$ cat config.mk
export PLATFORM = sky130hd
export DESIGN_NAME = tdm_demux1to8
export DESIGN_NICKNAME = d
export VERILOG_FILES = /design/src/rtl/tdm_pkg.sv /design/src/rtl/demux_slot_decode.sv /design/src/rtl/tdm_demux1to8.sv
export SDC_FILE = /design/constraint.sdc
export NUM_CORES = 1
export LEC_CHECK = 0
export BUFFER_PORTS_ARGS = -buffer_cell sky130_fd_sc_hd__buf_2
export CAP_MARGIN = 20
export CORE_MARGIN = 2
export CORE_UTILIZATION = 56
export CTS_BUF_LIST = sky130_fd_sc_hd__clkbuf_8 sky130_fd_sc_hd__clkbuf_16
export DETAILED_ROUTE_END_ITERATION = 7
export PLACE_DENSITY = 0.81
export RECOVER_POWER = 50
export SLEW_MARGIN = 30
export SYNTH_ARGS = -nofsm -noshare
export SYNTH_HDL_FRONTEND = slang
export SYNTH_HIERARCHICAL = 1
export SYNTH_SLANG_ARGS = --single-unit
$ cat constraint.sdc
create_clock -name clk -period 4.8 [get_ports clk]
set_input_delay 0.96 -clock clk [delete_from_list [all_inputs] [get_ports clk]]
set_output_delay 0.96 -clock clk [all_outputs]
set_load 0.01 [all_outputs]
$ cat src/rtl/tdm_pkg.sv
// Shared types and constants for the 1-to-8 TDM demultiplexer.
package tdm_pkg;

  localparam int NUM_LANES = 8;
  localparam int SLOT_W    = 3;

  typedef logic [SLOT_W-1:0] slot_t;

  typedef enum logic {
    IDLE = 1'b0,
    FILL = 1'b1
  } state_t;

endpackage

$ cat src/rtl/demux_slot_decode.sv
// 3-to-8 one-hot slot decoder with enable; drives per-lane write strobes.
module demux_slot_decode
  import tdm_pkg::*;
(
  input  logic                 en,
  input  slot_t                sel,
  output logic [NUM_LANES-1:0] onehot
);

  // One strobe per lane, asserted only when enabled and the slot matches.
  for (genvar gi = 0; gi < NUM_LANES; gi++) begin : g_dec
    assign onehot[gi] = en && (sel == slot_t'(gi));
  end

endmodule

$ cat src/rtl/tdm_demux1to8.sv
// Sequential 1-to-8 time-division demultiplexer: collects eight framed
// serial beats into shadow storage and publishes them as one registered
// parallel word with a valid/ready handshake.
module tdm_demux1to8
  import tdm_pkg::*;
#(
  parameter int DATA_W = 1
) (
  input  logic              clk,
  input  logic              rst,
  input  logic [DATA_W-1:0] in,
  input  logic              in_valid,
  input  logic              frame_start,
  output logic              in_ready,
  output logic [DATA_W-1:0] o0,
  output logic [DATA_W-1:0] o1,
  output logic [DATA_W-1:0] o2,
  output logic [DATA_W-1:0] o3,
  output logic [DATA_W-1:0] o4,
  output logic [DATA_W-1:0] o5,
  output logic [DATA_W-1:0] o6,
  output logic [DATA_W-1:0] o7,
  output logic              out_valid,
  input  logic              out_ready,
  output logic              s2,
  output logic              s1,
  output logic              s0,
  output logic              frame_err
);

  state_t              state_reg, state_next;
  slot_t               slot_reg, slot_next;
  logic                out_valid_reg, out_valid_next;
  logic                frame_err_reg, frame_err_next;
  logic [DATA_W-1:0]   shadow_reg [NUM_LANES-1];
  logic [DATA_W-1:0]   lane_reg   [NUM_LANES];

  logic                accept;
  logic                wr_en;
  slot_t               wr_sel;
  logic [NUM_LANES-1:0] wr_onehot;
  logic                complete;

  // Only the completing beat can stall: it needs the output word free.
  assign in_ready = !((state_reg == FILL) && (slot_reg == slot_t'(NUM_LANES-1)) &&
                      out_valid_reg && !out_ready);
  assign accept   = in_valid && in_ready;

  // A frame_start beat always lands in slot 0; stray beats in IDLE write nothing.
  assign wr_en    = accept && ((state_reg == FILL) || frame_start);
  assign wr_sel   = frame_start ? slot_t'(0) : slot_reg;

  demux_slot_decode u_decode (
    .en     (wr_en),
    .sel    (wr_sel),
    .onehot (wr_onehot)
  );

  // The slot-7 strobe doubles as the word-completion event.
  assign complete = wr_onehot[NUM_LANES-1];

  // Next-state logic for frame tracking, slot counter, error and valid.
  always_comb begin
    state_next     = state_reg;
    slot_next      = slot_reg;
    frame_err_next = 1'b0;
    out_valid_next = out_valid_reg;
    if (out_valid_reg && out_ready) begin
      out_valid_next = 1'b0;
    end
    if (complete) begin
      out_valid_next = 1'b1;
    end
    if (accept) begin
      unique case (state_reg)
        IDLE: begin
          if (frame_start) begin
            slot_next  = slot_t'(1);
            state_next = FILL;
          end
        end
        FILL: begin
          if (frame_start) begin
            frame_err_next = 1'b1;
            slot_next      = slot_t'(1);
          end else if (slot_reg == slot_t'(NUM_LANES-1)) begin
            slot_next  = slot_t'(0);
            state_next = IDLE;
          end else begin
            slot_next = slot_reg + slot_t'(1);
          end
        end
        default: state_next = IDLE;
      endcase
    end
  end

  // Control state registers.
  always_ff @(posedge clk) begin
    if (rst) begin
      state_reg     <= IDLE;
      slot_reg      <= '0;
      out_valid_reg <= 1'b0;
      frame_err_reg <= 1'b0;
    end else begin
      state_reg     <= state_next;
      slot_reg      <= slot_next;
      out_valid_reg <= out_valid_next;
      frame_err_reg <= frame_err_next;
    end
  end

  // Shadow registers for slots 0..6; slot 7 goes straight to the output.
  for (genvar gi = 0; gi < NUM_LANES-1; gi++) begin : g_shadow
    // Capture the beat addressed to this slot.
    always_ff @(posedge clk) begin
      if (rst) begin
        shadow_reg[gi] <= '0;
      end else if (wr_onehot[gi]) begin
        shadow_reg[gi] <= in;
      end
    end
  end

  // Output lanes load together, only on word completion.
  for (genvar gi = 0; gi < NUM_LANES; gi++) begin : g_lane
    if (gi < NUM_LANES-1) begin : g_from_shadow
      // Publish the buffered slot when the frame completes.
      always_ff @(posedge clk) begin
        if (rst) begin
          lane_reg[gi] <= '0;
        end else if (complete) begin
          lane_reg[gi] <= shadow_reg[gi];
        end
      end
    end else begin : g_from_input
      // Last slot is taken directly from the completing beat.
      always_ff @(posedge clk) begin
        if (rst) begin
          lane_reg[gi] <= '0;
        end else if (complete) begin
          lane_reg[gi] <= in;
        end
      end
    end
  end

  assign o0 = lane_reg[0];
  assign o1 = lane_reg[1];
  assign o2 = lane_reg[2];
  assign o3 = lane_reg[3];
  assign o4 = lane_reg[4];
  assign o5 = lane_reg[5];
  assign o6 = lane_reg[6];
  assign o7 = lane_reg[7];

  assign out_valid = out_valid_reg;
  assign frame_err = frame_err_reg;
  assign {s2, s1, s0} = slot_reg;

endmodule

* Word-level counts from Yosys, hierarchy flattened
Memory sizes are Yosys's and may differ from the RTL's. Cells that the tools add are included.
Storage, ports and cells: memories kept 2, memory bits (read-only) 0, logic and storage cells 106, latch bits 0, output and inout bits 14, RAM bits 15, register bits 6
Cells by class: multiply operators 0, reduce and logical (&&, ||, !) cells 21, bitwise logic cells 17, eq/ne operators 9, divide/modulo/power cells 0, shift operators 0, add/subtract/negate cells 1, magnitude comparators 0, mux-type cells 52
Memories:
- lane_reg | depth 8, width 1, read ports 8, clocked after memory_dff 0, wr ports 8, line tdm_demux1to8.sv:36 | logic [DATA_W-1:0] lane_reg [NUM_LANES];
- shadow_reg | depth 7, width 1, read ports 7, clocked after memory_dff 0, wr ports 7, line tdm_demux1to8.sv:35 | logic [DATA_W-1:0] shadow_reg [NUM_LANES-1];
Operator list (count):
- 1-bit two-way mux | 46
- 3-bit equality test (second input constant) | 5
- 1-bit bitwise OR | 15
- 1-bit logical AND | 14
- 3-bit two-way mux | 4
- 3-bit by 2-bit equality test with 1-bit output (second input constant) | 2
- 3-bit case mux with 2 select lines | 1
- 3-bit by 1-bit adder with 3-bit output (second input constant) | 1
- 3-bit by 1-bit equality test with 1-bit output (second input constant) | 1
- 3-bit logical NOT | 1
- 3-bit OR reduction | 1
- 1-bit logical NOT | 2
- 2-bit inequality test (second input constant) | 1
- 1-bit inverter | 2
- 1-bit case mux with 2 select lines | 1
- 2-bit AND reduction | 1
- 2-bit nonzero test | 1
- 1-bit logical OR | 1

* Depth between registers and ports, before layout
depth in word-level cells 12, gate-level depth with buffers 8, depth with buffers taken out 7

* Hierarchy
Netlist, hierarchy kept.
By module, submodules not included:
- tdm_demux1to8 | area each 914.6 µm², sequential area each 570.5 µm², cells an instance 77, times used 1
- demux_slot_decode | area each 96.3 µm², sequential area each 0.0 µm², cells an instance 8, times used 1

* Least setup slack after synthesis
OpenSTA, ideal clock, no wires.
kind input -> output, start point input out_ready, end point output in_ready, required time 3.840 ns, buffers on the path 1, arrival 1.394 ns, slack 2.446 ns, stages 3, path through and4b_1 clkbuf_2 inv_1
On the way: longest elaborated chain between the ends 3
Ends and longest elaborated chain:
- start: declaration | line tdm_demux1to8.sv:24 | input logic out_ready,
- 1-bit logical NOT | line tdm_demux1to8.sv:46 | out_valid_reg && !out_ready);
- 1-bit logical AND | line tdm_demux1to8.sv:46
- 1-bit logical NOT | line tdm_demux1to8.sv:45 | assign in_ready = !((state_reg == FILL) && (slot_reg == slot_t'(NUM_LANES-1)) &&
- end: declaration | line tdm_demux1to8.sv:14 | output logic in_ready,
No other way between the ends.

* Worst setup path in the final report
Ends and elaborated chain as after synthesis.

==> reports/metrics.cfg <==
[worst_setup_path]
critPathArrivalTime_ns=1.63
critPathKind=in -> out
cp.required_ns=3.84
startpoint_type=primary input
cp_max_fo=7
end_kind=output pin

[pwr]
power_leakage_nw=0.436
peakVddDrop_uv=176
powerDensity_nw_per_um2=287

[layout]
fin_cells=131
fillers=145
drive_above_1_share_pct=23.6
multi_input_area_um2=428
area_delta_synth_final_pct=14.5
largest_reg_flops=8
antenna_cells=0
ff_latch_area_um2=571
fin_nets=115
final_cell_mix=edfxtp_1, clkbuf_1, and2_1
final_common_cell=edfxtp_1

[yosys]
synthCells=85
syn_area_um2=1010
ys_warn_count=6
synth-seq-cells=21
synth_nets=93
synth.distinct_cells=23
avgSynthCellArea_um2=11.9
ys_seq_area_share_pct=56.4

[placement]
globalplace.congestion=0.894
portBuffers=19
dp_slack_ns=2.20
placedCellCount=127
hpwl_um=1170

[global_route]
grt_pass1_wl_um=2390
antenna_found_initial=0
grt.total_usage_pct=15.9
grt_pass1_vias=537
gr-total-overflow=0
grt_max_degree=17

[sta]
fmax_ghz=0.386
drv_slew=0
period_share_pct=53.9
period_needed_ns=2.59
fin_ws_ns=2.21
rsz0062_at_grt=false
hold_violations=0
tightest_slew_ns=0.412
skew_ns=0.00103
relSlewSlack_pct=72.5
setup-tns-final_ns=0
setup_viol=0

[clock_tree]
clkSlewWorstSetupHoldPaths_ns=0.07
cts.sinks=21
cts_max_path_buffers=2
cts_buffers=3
holdBufCountCts=0
cts_resized=0
clk_latency_ns=0.25
cts_tree=done
cts_htree_levels=1
postCtsSetupRepairBufs=0
root_buffer=clkbuf_8

[die]
die_w_um=46.5
ioPinCount=20
die_y_um=46.5
start_util_pct=59.2
core_area_um2=1710
die_area_um2=2160
num_rows=15

[route]
vias_per_cell=4.98
avgRoutedWirePerCell_um=11.3
first_pass_iters=2
drcViolationCount=0
postRouteAntennaNets=0
drt_iter0_drc=3
via_count=652
wl_um=1480

[status]
status=completed

[min_path]
hold_path.class=reg -> reg

[run]
maxCapViolations=0

-- through the flow --
step / hold slack (ns) / power [W] / cell area (um2) / util, %
3_5_place_dp: 0.501 / 0.000230 / 1130 / 66.1
5_1_grt: 0.540 / 0.000344 / 1160 / 67.8
3_3_place_gp: 0.500 / 0.000228 / 1130 / 66.1
4_1_cts: 0.512 / 0.000336 / 1170 / 68.8
6_report: 0.511 / 0.000333 / 1160 / 67.8
2_1_floorplan: 0.483 / 0.000220 / 1010 / -
-- Yosys cell counts --
cell type   n  area (um2)
and4b_2     3        33.8
or4b_1      1        10.0
and2_1     15        93.8
nor2b_1     6        37.5
and4_2      1        10.0
nor3b_1     1        7.51
or2_2       8        50.1
nor4b_1     1        8.76
a21oi_1     4        20.0
o211ai_1    1        7.51
clkbuf_1    1        3.75
nor2_1      3        11.3
nor4bb_1    1        10.0
nor4b_2     1        15.0
o21ai_0     5        25.0
inv_1       1        3.75
nand2_1     4        15.0
and4b_1     1        10.0
ha_1        2        25.0
edfxtp_1   15         450
and4bb_2    3        37.5
dfxtp_1     6         120
clkbuf_2    1        5.00
-- report_power, final --
part | switching, W | total (W) | internal [W]
Combinational | 0.0000131 | 0.0000223 | 0.00000917
Sequential | 0.00000281 | 0.000202 | 0.000200
Clock | 0.0000503 | 0.000108 | 0.0000575
-- final timing paths --
kind	start	end	slack, ns	depth (start not counted)
max	out_ready	in_ready	2.21	4
min	slot_reg[2]	slot_reg[2]	0.51	2
max reg2reg	slot_reg[0]	lane_reg[1][2]	2.52	7
min reg2reg	slot_reg[2]	slot_reg[2]	0.51	2
-- critical path, stage by stage --
cell	delay [ns]
clkbuf_1	0.08
and4b_1	0.36
inv_1	0.09
buf_2	0.14
-- cells by family after synthesis --
family | synth area share [%]
buffers and inverters | 1.24
adders and majority gates | 2.47
DFF | 56.4
AOI/OAI and AO/OA | 5.20
and+or+nand+nor | 34.7
-- per-layer routing --
metal	routed length (um)	global-route usage, %	up-vias
li1	-	-	347
met1	698	21.4	294
met2	716	25.8	11
met3	60	2.35	0
met4	0	5.71	0
met5	0	0	-
-- layout make-up --
class	instances	share of cell area, %
repair buffers	19	6.70
inverters	1	0.324
flip-flops and latches	21	49.3
multi-input cells	61	37.0
clock buffers	3	3.57
well taps	25	2.70
clock inverters	1	0.432
(Power assumes the default switching activity.)
